### config.mk
export PLATFORM = sky130hd
export DESIGN_NAME = seq_multiplier
export DESIGN_NICKNAME = d
export VERILOG_FILES = /design/src/rtl/seq_multiplier.sv
export SDC_FILE = /design/constraint.sdc
export NUM_CORES = 1
export LEC_CHECK = 0
export CAP_MARGIN = 5
export CORE_UTILIZATION = 52
export CTS_CLUSTER_DIAMETER = 40
export CTS_CLUSTER_SIZE = 12
export DETAILED_ROUTE_END_ITERATION = 8
export PLACE_DENSITY = 0.8
export SLEW_MARGIN = 25
export SYNTH_ARGS = -nofsm -noshare
export SYNTH_HDL_FRONTEND = slang
export SYNTH_SLANG_ARGS = --single-unit
### constraint.sdc
create_clock -name clk -period 3.7 [get_ports clk]
set_input_delay 0.555 -clock clk [delete_from_list [all_inputs] [get_ports clk]]
set_output_delay 0.555 -clock clk [all_outputs]
set_load 0.01 [all_outputs]
### src/rtl/seq_multiplier.sv
`default_nettype none
// ============================================================================
//  Module   : seq_multiplier
//  Function : Unsigned shift-and-add multiplier. One multiplier bit is
//             consumed per enabled clock, so a product takes WIDTH cycles,
//             followed by a one-cycle done pulse.
//  Revision : 1.0 - initial release
// ============================================================================
module seq_multiplier #(
   parameter int WIDTH = 16
) (
   input  logic               clk,
   input  logic               rst,
   input  logic               e,
   input  logic               start,
   input  logic [WIDTH-1:0]   A,
   input  logic [WIDTH-1:0]   B,
   output logic [2*WIDTH-1:0] P,
   output logic               busy,
   output logic               done
);

   // Counter wide enough for 0..WIDTH so WIDTH=1 still gets a legal width
   localparam int CW = $clog2(WIDTH + 1);
   localparam logic [CW-1:0] C_LAST_ITER = CW'(WIDTH - 1);

   typedef enum logic [1:0] {
      IDLE = 2'd0,
      RUN  = 2'd1,
      DONE = 2'd2
   } state_t;

   state_t             state_q,  state_d;
   logic [2*WIDTH-1:0] mcand_q,  mcand_d;
   logic [WIDTH-1:0]   mplr_q,   mplr_d;
   logic [2*WIDTH-1:0] acc_q,    acc_d;
   logic [CW-1:0]      count_q,  count_d;
   logic [2*WIDTH-1:0] p_q,      p_d;
   logic               done_q,   done_d;

   // Partial sum for the current iteration; also the final product on the last one
   logic [2*WIDTH-1:0] w_acc_sum;
   assign w_acc_sum = acc_q + (mplr_q[0] ? mcand_q : '0);

   // Next-state and datapath: everything holds unless enable is high
   always_comb begin
      state_d = state_q;
      mcand_d = mcand_q;
      mplr_d  = mplr_q;
      acc_d   = acc_q;
      count_d = count_q;
      p_d     = p_q;
      done_d  = done_q;

      if (e) begin
         unique case (state_q)
            IDLE: begin
               done_d = 1'b0;
               if (start) begin
                  mcand_d = {{WIDTH{1'b0}}, A};
                  mplr_d  = B;
                  acc_d   = '0;
                  count_d = '0;
                  state_d = RUN;
               end
            end
            RUN: begin
               // start is deliberately not examined here: an operation in
               // flight cannot be restarted or disturbed
               acc_d   = w_acc_sum;
               mcand_d = mcand_q << 1;
               mplr_d  = mplr_q >> 1;
               count_d = count_q + 1'b1;
               if (count_q == C_LAST_ITER) begin
                  p_d     = w_acc_sum;
                  done_d  = 1'b1;
                  state_d = DONE;
               end
            end
            DONE: begin
               // A start seen here is dropped; a new one is taken from IDLE
               done_d  = 1'b0;
               state_d = IDLE;
            end
            default: begin
               done_d  = 1'b0;
               state_d = IDLE;
            end
         endcase
      end
   end

   // State register with asynchronous reset that also aborts any operation
   always_ff @(posedge clk or posedge rst) begin
      if (rst) begin
         state_q <= IDLE;
         mcand_q <= '0;
         mplr_q  <= '0;
         acc_q   <= '0;
         count_q <= '0;
         p_q     <= '0;
         done_q  <= 1'b0;
      end else begin
         state_q <= state_d;
         mcand_q <= mcand_d;
         mplr_q  <= mplr_d;
         acc_q   <= acc_d;
         count_q <= count_d;
         p_q     <= p_d;
         done_q  <= done_d;
      end
   end

   assign P    = p_q;
   assign busy = (state_q == RUN);
   assign done = done_q;

endmodule
`default_nettype wire
Yosys cells after proc, flatten, opt, wreduce, memory -nomap -nowiden --
Cells that the tools add are included.
Word-level totals: register bits after elaboration 120, bits of input ports 36, word-level logic and storage cells 33
Operators by class: add/sub/neg operators 2, equality and inequality tests 4, multiplexer cells 14, reduce and logical (&&, ||, !) cells 6
Operators with widths (count):
- 32-bit case mux with 2 select lines | 2
- 32-bit 2-to-1 mux | 3
- 32-bit adder | 1
- 16-bit case mux with 2 select lines | 1
- 16-bit 2-to-1 mux | 1
- 5-bit case mux with 2 select lines | 1
- 3-bit AND reduction | 3
- 5-bit by 1-bit adder with 5-bit output (second input constant) | 1
- 5-bit by 4-bit equality test with 1-bit output (second input constant) | 1
- 5-bit 2-to-1 mux | 1
- 2-bit 2-to-1 mux | 2
- 2-bit case mux with 2 select lines | 1
- 2-bit by 1-bit equality test with 1-bit output (second input constant) | 1
- 2-bit zero test | 1
- 1-bit 2-to-1 mux | 2
- 2-bit by 1-bit inequality test with 1-bit output (second input constant) | 1
- 2-bit inequality test (second input constant) | 1
- 2-bit AND reduction | 1
- 2-bit nonzero test | 1

Depth between registers and ports, before layout --
Gate-level depths: netlist of run 1.
depth in word-level cells 3, depth in mapped cells 11, depth with buffers taken out 10

Least setup slack after synthesis of run 1 --
OpenSTA, ideal clock, no wires.
path kind register -> register, start reg mplr_q[0], end reg acc_q[28], library setup time 0.122 ns, arrival time 2.848 ns, data required time 3.578 ns, setup slack 0.730 ns, cell stages (with the launch flop) 12, clock period less this slack 2.970 ns, cells stage by stage dfrtp_1 -> clkbuf_1 -> and2_1 -> ha_1 -> fa_1 -> a211oi_2 -> nor2_1 -> o31ai_4 -> a211oi_2 -> o211a_1 -> or3_1 -> a32o_1
On the way: cells in the longest elaborated chain, start to end 3
RTL lines:
- start, declared | line 35 | logic [WIDTH-1:0] mplr_q, mplr_d;
- start signal, assigned | line 106 | mplr_q <= mplr_d;
- 32-bit 2-to-1 mux | line 43 | assign w_acc_sum = acc_q + (mplr_q[0] ? mcand_q : '0);
- 32-bit adder | line 43
- 32-bit case mux with 2 select lines | line 56 | unique case (state_q)
- end signal, assigned | line 99 | acc_q <= '0;
- end signal, assigned | line 107 | acc_q <= acc_d;
- end, declared | line 36 | logic [2*WIDTH-1:0] acc_q, acc_d;
Every way passes these cells. A chain may end at the register's enable or synchronous reset.

Final worst setup path of run 1 --
start reg mplr_q[0], end reg p_q[28] (netlist: P[28])
On the way: cells in the longest elaborated chain, start to end 2
RTL lines:
- 32-bit 2-to-1 mux | line 43
- 32-bit adder | line 43
- end signal, assigned | line 109 | p_q <= p_d;
- end, declared | line 38 | logic [2*WIDTH-1:0] p_q, p_d;
Every way passes these cells.

==> flow_summary_export.csv, run 1 <==
group,metric,value,unit
final_layout,nNetsFinal,879,
timing,maxSlewViolCount,0,
clock_tree,post_cts_buffers,0,
final_layout,final_layout_size_suffix_gt1_share,7.42,%
clock_tree,path_clk_slew,0.06,ns
setup_path,path_cells,"and2_1, ha_1, fa_1, a211oi_2, nor2_1, o31ai_4, a211oi_2, o211a_1, or3_1, a31o_2",
clock_tree,worst_skew_pair.late_latency,0.42,ns
timing,maxSlewHeadroom,48.7,%
timing,finalClockSkew,0.00429,ns
min_path,hold_path_class,"reg -> reg",
timing,fmax,311,MHz
clock_tree,cts_tree,"done",
grt,gr-usage-all-layers,25.8,%
final_layout,n_antenna_cell,0,
timing,setup_viol,0,
clock_tree,holdBufCountCts,0,
grt,grt_overflow,0,
setup_path,cp-start-kind,"flop",
grt,antenna_found_initial,0,
timing,worst_slack,0.488,ns
timing,fin_setup_tns,0,ns
die,fp.dieW,117,microns
drt,vias,5616,
clock_tree,clock_sinks,120,
power_and_ir_drop,ir_drop,0.434,mV
drt,ant_nets,0,
setup_path,cp.arrival,3.52,ns
placement,io_buffers,69,
placement,place_ws,0.542,ns
die,coreArea,12700,sq um
setup_path,rrSetupSlack,0.49,ns
logic_synthesis,yosysUniqueCellTypes,58,
setup_path,path_common_cell,"a211oi_2",
logic_synthesis,netlist_instances,747,
logic_synthesis,ys_warn_count,0,
setup_path,path_buf_inv,0,
logic_synthesis,avgSynthCellArea,9.13,sq um
die,die_height,117,microns
placement,gp_congestion,0.947,
timing,grt_setup_unrepaired,"no",
power_and_ir_drop,powerDensity,719,nW/um^2
timing,timing.final.crit_share,86.8,%
die,start_util,53.6,%
logic_synthesis,synth-seq-cells,120,
setup_path,end_kind,"flop",
logic_synthesis,postSynth.asyncResetShare,100,%
timing,hold_viol,0,
run_status,status,"complete, no violations",
setup_path,crit_slowest_cell,"dfrtp_1",
clock_tree,clock-root-buffer,"clkbuf_16",
logic_synthesis,netlist_area,6820,sq um
clock_tree,htreeDepth,4,
placement,hpwl,11500,microns
die,die_area,13600,sq um
setup_path,critical_path_required,4.00,ns
die,pin_count,70,
clock_tree,clockBufferDepth,2,
drt,viasPerCell,5.65,
setup_path,worst-setup-path-type,"reg -> reg",
power_and_ir_drop,p_leak,3.88,nW
clock_tree,post_cts_resized,0,
die,std_cell_rows,41,
logic_synthesis,synthesis.nets,817,
drt,route.detailed.drc,0,
flow_run,cap_violations,0,
timing,period_minus_slack,3.21,ns
setup_path,critPathTopFamily,"compound AO/OA/AOI/OAI gates",
grt,first_global_vias,5554,
grt,grt_pass1_wl,27000,microns
drt,routed_wire_length_per_instance,16.1,microns
grt,grt_max_degree,121,
timing,worst_pin_slew,0.770,ns
drt,drt-total-wl,16000,microns
logic_synthesis,synth_edf_count,0,
final_layout,syn_to_final_growth,21.8,%
setup_path,cp_max_fo,11,
setup_path,slowest_delay,0.48,ns
logic_synthesis,seq_area_frac_synth,44.0,%
logic_synthesis,synth_ff_type,"dfrtp_1",
clock_tree,cts_buffers,17,
drt,drt_pre_antenna_iters,4,
final_layout,fin_util,65.3,%
drt,drt-initial-drc-count,358,
## cells by family after synthesis
group           synth area share [%]
buf+inv                         2.92
mux                             4.55
compound gates                  21.7
flops                           44.0
fa+ha+maj                       6.35
xor+xnor                        2.70
simple gates                    17.8
## flip-flops by register name, indices dropped and copies added, names as in the netlist
signal / flops
mcand_q: 32
P: 32
mplr_q: 16
state_q: 2
acc_q: 32
done: 1
count_q: 5
## where the power goes
part           switching, mW  internal (mW)  total [mW]
Sequential             0.349           1.78        2.13
Clock                  0.599           1.04        1.64
Combinational           1.24          0.954        2.20
Total                   2.19           3.78        5.97
## metal layers
| metal | up-vias | part of all wire [%] | GRT usage, % |
|---|---|---|---|
| met5 | - | 0 | 0 |
| met1 | 2697 | 47 | 34.8 |
| met3 | 23 | 4.1 | 4.46 |
| met4 | 0 | 1.8 | 10.2 |
| li1 | 2786 | - | - |
| met2 | 110 | 47 | 41.6 |
## synthesized netlist by cell type, types with 5 or more instances
library cell | instances | area (sq um)
ha_1 | 33 | 413
a22o_1 | 5 | 43.8
nor3_1 | 7 | 35.0
nor2_1 | 19 | 71.3
o21bai_1 | 5 | 37.5
xnor2_1 | 8 | 70.1
nand3_1 | 15 | 75.1
and2_1 | 35 | 219
nand2_1 | 141 | 529
o21ai_0 | 110 | 551
nand4_1 | 10 | 62.6
dfrtp_1 | 120 | 3000
a21o_1 | 16 | 120
o21a_1 | 8 | 60.1
a21oi_1 | 30 | 150
inv_1 | 14 | 52.6
a211oi_1 | 5 | 37.5
clkbuf_1 | 33 | 124
nor2b_1 | 5 | 31.3
or3_1 | 5 | 31.3
and3_1 | 7 | 43.8
xor2_1 | 13 | 114
o31ai_1 | 13 | 97.6
mux2i_1 | 31 | 310
## per-stage QoR
step           power [mW]  instance area, sq um  hold WS [ns]  instances
4_1_cts              5.98                  8280         0.483        993
3_5_place_dp         4.32                  7690         0.470        961
3_3_place_gp         4.21                  7690         0.461        961
2_1_floorplan        3.55                  6820         0.449        747
5_1_grt              6.37                  8310         0.501        994
6_report             5.97                  8310         0.476        994
## worst reg2reg max path, delay by kind of cell, from the launching register on
| kind | cells | cell delay (ns) |
|---|---|---|
| AO/OA/AOI/OAI | 5 | 1.30 |
| adder cells (fa/ha/maj) | 2 | 0.67 |
| AND/OR/NAND/NOR | 3 | 0.64 |
| flip-flops | 1 | 0.48 |
## worst paths after layout
kind,from,endpoint,cells past startpoint
setup reg to reg,mplr_q[0],P[28],10
setup / recovery,mplr_q[0],P[28],10
hold / removal,P[23],P[23],2
min in group asynchronous,rst,P[4],3
hold reg to reg,P[23],P[23],2
max in group asynchronous,rst,acc_q[29],3
## placed cells by master, fill, tap and decap left out, types with 4 or more instances in the layout
master / n
a211oi_1: 5
a21boi_0: 4
a21o_1: 16
a21oi_1: 30
a22o_1: 5
and2_1: 35
and3_1: 7
buf_4: 10
clkbuf_16: 17
clkdlybuf4s50_1: 69
clkinvlp_4: 4
dfrtp_1: 120
ha_1: 33
inv_1: 12
mux2i_1: 31
nand2_1: 141
nand2b_1: 4
nand3_1: 15
nand4_1: 10
nor2_1: 19
nor2b_1: 5
nor3_1: 7
o21a_1: 8
o21ai_0: 109
o21bai_1: 5
o31ai_1: 13
or3_1: 5
xnor2_1: 8
xor2_1: 13
## layout make-up
cell class / instances / area [sq um]
Sequential cell: 120 / 3000
Timing Repair Buffer: 81 / 813
Fill cell: 1056 / 4410
Clock inverter: 10 / 119
Multi-Input combinational cell: 575 / 3630
Inverter: 14 / 56.3
Clock buffer: 22 / 474
Tap cell: 172 / 215
(Power assumes the default switching activity.)
==> run 2, diff against run 1 <==
--- a/config.mk
+++ b/config.mk
@@ -6,11 +6,12 @@
 export NUM_CORES = 1
 export LEC_CHECK = 0
 export CAP_MARGIN = 5
-export CORE_UTILIZATION = 52
+export CORE_UTILIZATION = 58
 export CTS_CLUSTER_DIAMETER = 40
 export CTS_CLUSTER_SIZE = 12
 export DETAILED_ROUTE_END_ITERATION = 8
-export PLACE_DENSITY = 0.8
+export DONT_BUFFER_PORTS = 1
+export PLACE_DENSITY = 0.79
 export SLEW_MARGIN = 25
 export SYNTH_ARGS = -nofsm -noshare
 export SYNTH_HDL_FRONTEND = slang
==> flow_summary_export.csv, run 2 (synthesized netlist as in run 1, its figures left out) <==
group,metric,value,unit
run_status,status,"complete, no violations",
timing,maxSlewHeadroom,41.8,%
clock_tree,clock_sinks,120,
final_layout,final-seq-area,3000,sq um
final_layout,n_antenna_cell,0,
final_layout,nNetsFinal,808,
setup_path,slowest_delay,0.45,ns
die,std_cell_rows,39,
setup_path,end_kind,"flop",
timing,setup_viol,0,
clock_tree,post_cts_resized,0,
clock_tree,holdBufCountCts,0,
die,pin_count,70,
placement,hpwl,10800,microns
setup_path,critical_path_required,4.01,ns
grt,gr-usage-all-layers,26.8,%
timing,finalClockSkew,0.0113,ns
drt,drt-initial-drc-count,351,
clock_tree,htreeDepth,4,
placement,dpl.cell_count,862,
setup_path,path_common_cell,"a211oi_2",
grt,grt_max_degree,72,
setup_path,critPathTopFamily,"compound AO/OA/AOI/OAI gates",
die,start_util,59.7,%
drt,wl_met1,6940,microns
die,coreArea,11400,sq um
timing,period_minus_slack,3.12,ns
placement,io_buffers,0,
drt,drt-total-wl,15200,microns
clock_tree,cts_buffers,17,
drt,routed_wire_length_per_instance,17.0,microns
timing,maxSlewViolCount,0,
timing,fin_setup_tns,0,ns
drt,ant_nets,0,
final_layout,final_layout_size_suffix_gt1_share,8.12,%
timing,grt_setup_unrepaired,"no",
min_path,hold_path_class,"in -> async",
drt,vias,5414,
power_and_ir_drop,powerDensity,748,nW/um^2
final_layout,fin_cells,894,
clock_tree,clock-root-buffer,"clkbuf_16",
final_layout,multiInputGateArea,3630,sq um
power_and_ir_drop,total_power,5.64,mW
placement,gp_congestion,0.905,
drt,drt_pre_antenna_iters,5,
setup_path,crit_slowest_cell,"dfrtp_1",
drt,highest_layer,"met4",
clock_tree,cts_tree,"done",
final_layout,final_common_cell,"nand2_1",
setup_path,cp_max_fo,9,
timing,fmax,320,MHz
final_layout,syn_to_final_growth,10.5,%
clock_tree,clockBufferDepth,2,
drt,viasPerCell,6.06,
power_and_ir_drop,p_leak,3.61,nW
grt,grt_pass1_wl,26000,microns
grt,grt_overflow,0,
clock_tree,path_clk_slew,0.06,ns
die,fp.dieW,110,microns
timing,timing.final.crit_share,84.3,%
power_and_ir_drop,ir_drop,0.513,mV
clock_tree,post_cts_buffers,0,
grt,antenna_found_initial,0,
clock_tree,worst_skew_pair.late_latency,0.43,ns
timing,hold_viol,0,
die,die_area,12200,sq um
setup_path,path_buf_inv,0,
grt,first_global_vias,5290,
final_layout,final.fill_count,915,
setup_path,worst-setup-path-type,"reg -> reg",
drt,dr_wl_met2,7090,microns
timing,worst_pin_slew,0.873,ns
die,die_height,110,microns
drt,route.detailed.drc,0,
drt,dr_wl_met3,919,microns
flow_run,cap_violations,0,
final_layout,fin_util,66.0,%
setup_path,cp-start-kind,"flop",
final_layout,final_cell_mix,"140 x nand2_1, 120 x dfrtp_1, 109 x o21ai_0, 35 x and2_1, 33 x ha_1",
setup_path,path_cells,"and2_1, ha_1, fa_1, a211oi_2, nor2_1, o31ai_4, a211oi_2, o211a_1, or3_1, a32o_1",
setup_path,cp.arrival,3.43,ns
-- run 2: per-layer routing --
layer	track usage (%)	up-vias
met5	0	-
met4	11.5	0
met3	6.92	24
met2	41.8	158
met1	35.5	2576
li1	-	2656
-- run 2: path summary, 6_finish.rpt --
| kind | slack [ns] | end | startpoint | depth (start not counted) |
|---|---|---|---|---|
| min in group clk | 0.22 | done | e | 1 |
| min reg2reg | 0.48 | mplr_q[6] | mplr_q[6] | 2 |
| max reg2reg | 0.58 | acc_q[28] | mplr_q[0] | 10 |
| max in group asynchronous | 2.82 | mcand_q[16] | rst | 2 |
| max | 0.58 | acc_q[28] | mplr_q[0] | 10 |
| min | 0.20 | P[15] | rst | 2 |
-- run 2: stage by stage --
| step | hold WS, ns | worst slack, ns | area, sq um |
|---|---|---|---|
| after floorplan | 0.449 | 0.730 | 6820 |
| after global placement | 0.461 | 0.684 | 6950 |
| after detailed placement | 0.470 | 0.619 | 6950 |
| after CTS | 0.206 | 0.598 | 7530 |
| after global routing | 0.207 | 0.422 | 7530 |
| final | 0.198 | 0.579 | 7530 |
-- run 2: area by class of cell --
type / instances / area share, %
Timing Repair Buffer: 10 / 0.997
Sequential cell: 120 / 39.9
Tap cell: 143 / 2.38
Multi-Input combinational cell: 575 / 48.2
Clock buffer: 23 / 6.61
Inverter: 14 / 0.747
Clock inverter: 9 / 1.20
-- run 2: where the power goes --
group,total (mW),leakage (nW),switching [mW],internal (mW)
clock network,1.62,0.286,0.605,1.01
registers,2.18,1.61,0.400,1.78
logic,1.83,1.72,1.12,0.715
total,5.64,3.61,2.12,3.51
==> run 3, diff against run 2 <==
--- a/config.mk
+++ b/config.mk
@@ -6,7 +6,7 @@
 export NUM_CORES = 1
 export LEC_CHECK = 0
 export CAP_MARGIN = 5
-export CORE_UTILIZATION = 58
+export CORE_UTILIZATION = 60
 export CTS_CLUSTER_DIAMETER = 40
 export CTS_CLUSTER_SIZE = 12
 export DETAILED_ROUTE_END_ITERATION = 8
==> constraint.sdc (replaced) <==
create_clock -name clk -period 3.1 [get_ports clk]
set_input_delay 0.465 -clock clk [delete_from_list [all_inputs] [get_ports clk]]
set_output_delay 0.465 -clock clk [all_outputs]
set_load 0.01 [all_outputs]
==> flow_summary_export.csv, run 3 (synthesized netlist as in run 1, its figures left out) <==
group,metric,value,unit
grt,first_global_vias,5493,
drt,vias,5606,
flow_run,cap_violations,0,
clock_tree,clock_sinks,120,
drt,viasPerCell,6.18,
grt,grt_overflow,0,
final_layout,final_layout_size_suffix_gt1_share,11.1,%
setup_path,slowest_delay,0.40,ns
run_status,status,"complete, no violations",
final_layout,final_common_cell,"nand2_1",
placement,hpwl,11000,microns
power_and_ir_drop,seqPwrFrac,36.9,%
placement,io_buffers,0,
final_layout,fin_cells,907,
timing,hold_viol,0,
power_and_ir_drop,clkPwrFrac,30.2,%
timing,period_minus_slack,2.97,ns
die,std_cell_rows,38,
final_layout,final.fill_count,834,
setup_path,cp-start-kind,"flop",
final_layout,nNetsFinal,824,
power_and_ir_drop,powerDensity,912,nW/um^2
final_layout,fin_util,71.3,%
die,die_height,109,microns
power_and_ir_drop,combPwrFrac,32.8,%
final_layout,multiInputGateArea,3700,sq um
clock_tree,worst_skew_pair.late_latency,0.43,ns
setup_path,path_cells,"buf_4, and2_1, ha_1, a211oi_1, o21ai_0, a21oi_2, a31oi_4, o31ai_1, xor2_1, o21ai_0",
grt,gr-usage-all-layers,29.7,%
drt,ant_nets,0,
clock_tree,cts_buffers,17,
placement,gp_congestion,0.911,
drt,routed_wire_length_per_instance,18.1,microns
setup_path,cp_max_fo,6,
final_layout,final-seq-area,3000,sq um
die,pin_count,70,
drt,drt_pre_antenna_iters,7,
timing,fmax,336,MHz
placement,dpl.cell_count,872,
die,die_area,11800,sq um
setup_path,worst-setup-path-type,"reg -> reg",
power_and_ir_drop,p_sw,2.68,mW
setup_path,critical_path_required,3.40,ns
clock_tree,cts_tree,"done",
final_layout,syn_to_final_growth,14.4,%
placement,place_ws,0.156,ns
die,coreArea,10900,sq um
die,start_util,62.4,%
setup_path,rr_worst_depth,10,
timing,worst_slack,0.128,ns
power_and_ir_drop,sw_frac_of_total,37.7,%
timing,maxSlewViolCount,0,
power_and_ir_drop,ir_drop,0.660,mV
timing,worst_pin_slew,0.677,ns
setup_path,path_common_cell,"o21ai_0",
grt,antenna_found_initial,0,
power_and_ir_drop,p_int,4.43,mW
power_and_ir_drop,total_power,7.11,mW
min_path,holdPathStages,1,
setup_path,rrSetupSlack,0.13,ns
timing,setup_viol,0,
grt,grt_max_degree,96,
clock_tree,clockBufferDepth,2,
min_path,hold_path_class,"in -> reg",
clock_tree,htreeDepth,4,
drt,route.detailed.drc,0,
drt,drt-total-wl,16400,microns
drt,drt-initial-drc-count,398,
timing,finalClockSkew,0.00727,ns
clock_tree,clock-root-buffer,"clkbuf_16",
grt,grt_pass1_wl,26600,microns
timing,maxSlewHeadroom,54.9,%
timing,timing.final.crit_share,95.9,%
final_layout,n_antenna_cell,0,
setup_path,cp.arrival,3.27,ns
power_and_ir_drop,p_leak,3.71,nW
clock_tree,path_clk_slew,0.06,ns
setup_path,end_kind,"flop",
die,fp.dieW,109,microns
setup_path,crit_slowest_cell,"dfrtp_1",
final_layout,final_cell_mix,"140 x nand2_1, 120 x dfrtp_1, 108 x o21ai_0, 35 x and2_1, 31 x mux2i_1",
## run 3: what timing repair did
| item | in CTS | in global routing |
|---|---|---|
| hold buffers | 1 | 0 |
| resized for setup | 0 | 14 |
| endpoints found under the setup margin | 0 | 17 |
| setup buffers | 0 | 1 |
| endpoints found under the hold margin | 25 | 0 |
## run 3: layout make-up
class	count	area share, %
multi-input cells	575	47.4
clock buffers	19	5.68
clock inverters	13	2.49
well taps	140	2.25
flip-flops and latches	120	38.5
inverters	14	0.722
repair buffers	26	2.95
## run 3: power groups by stage
stage | logic, mW | clock network (mW) | registers [mW]
finish | 2.33 | 2.15 | 2.63
global route | 2.61 | 2.23 | 2.70
CTS | 2.26 | 2.17 | 2.62
detailed placement | 2.24 | 0 | 2.64
global placement | 2.14 | 0 | 2.60
floorplan | 1.76 | 0 | 2.48
## run 3: path summary, 6_finish.rpt
| kind | startpoint | endpoint |
|---|---|---|
| min in group asynchronous | rst | P[18] |
| setup / recovery | mplr_q[0] | acc_q[29] |
| hold / removal | e | done |
| hold reg to reg | mplr_q[2] | mplr_q[2] |
| setup reg to reg | mplr_q[0] | acc_q[29] |
| max in group asynchronous | rst | mplr_q[7] |
## run 3: per-stage QoR
| stage | hold WS [ns] | setup TNS (ns) | instance area (sq um) |
|---|---|---|---|
| final | 0.108 | 0 | 7800 |
| after global routing | 0.0981 | -0.265 | 7800 |
| after CTS | 0.0927 | 0 | 7700 |
| after detailed placement | 0.422 | 0 | 7050 |
| after global placement | 0.410 | 0 | 7050 |
| after floorplan | 0.449 | 0 | 6820 |
## run 3: worst max-delay path, delay by kind of cell, from the launching register on
| family | cells | cell delay (ns) |
|---|---|---|
| xor+xnor | 1 | 0.22 |
| flops | 1 | 0.40 |
| simple gates | 1 | 0.14 |
| compound gates | 6 | 1.55 |
| fa+ha+maj | 1 | 0.37 |
| buf+inv | 1 | 0.16 |
## run 3: metal layers
layer / global-route usage (%) / up-vias / routed length (microns)
met3: 8.07 / 33 / 1030
met2: 48.0 / 162 / 7900
met4: 13.3 / 0 / 349
li1: - / 2680 / -
met1: 37.2 / 2731 / 7120
met5: 0 / - / 0
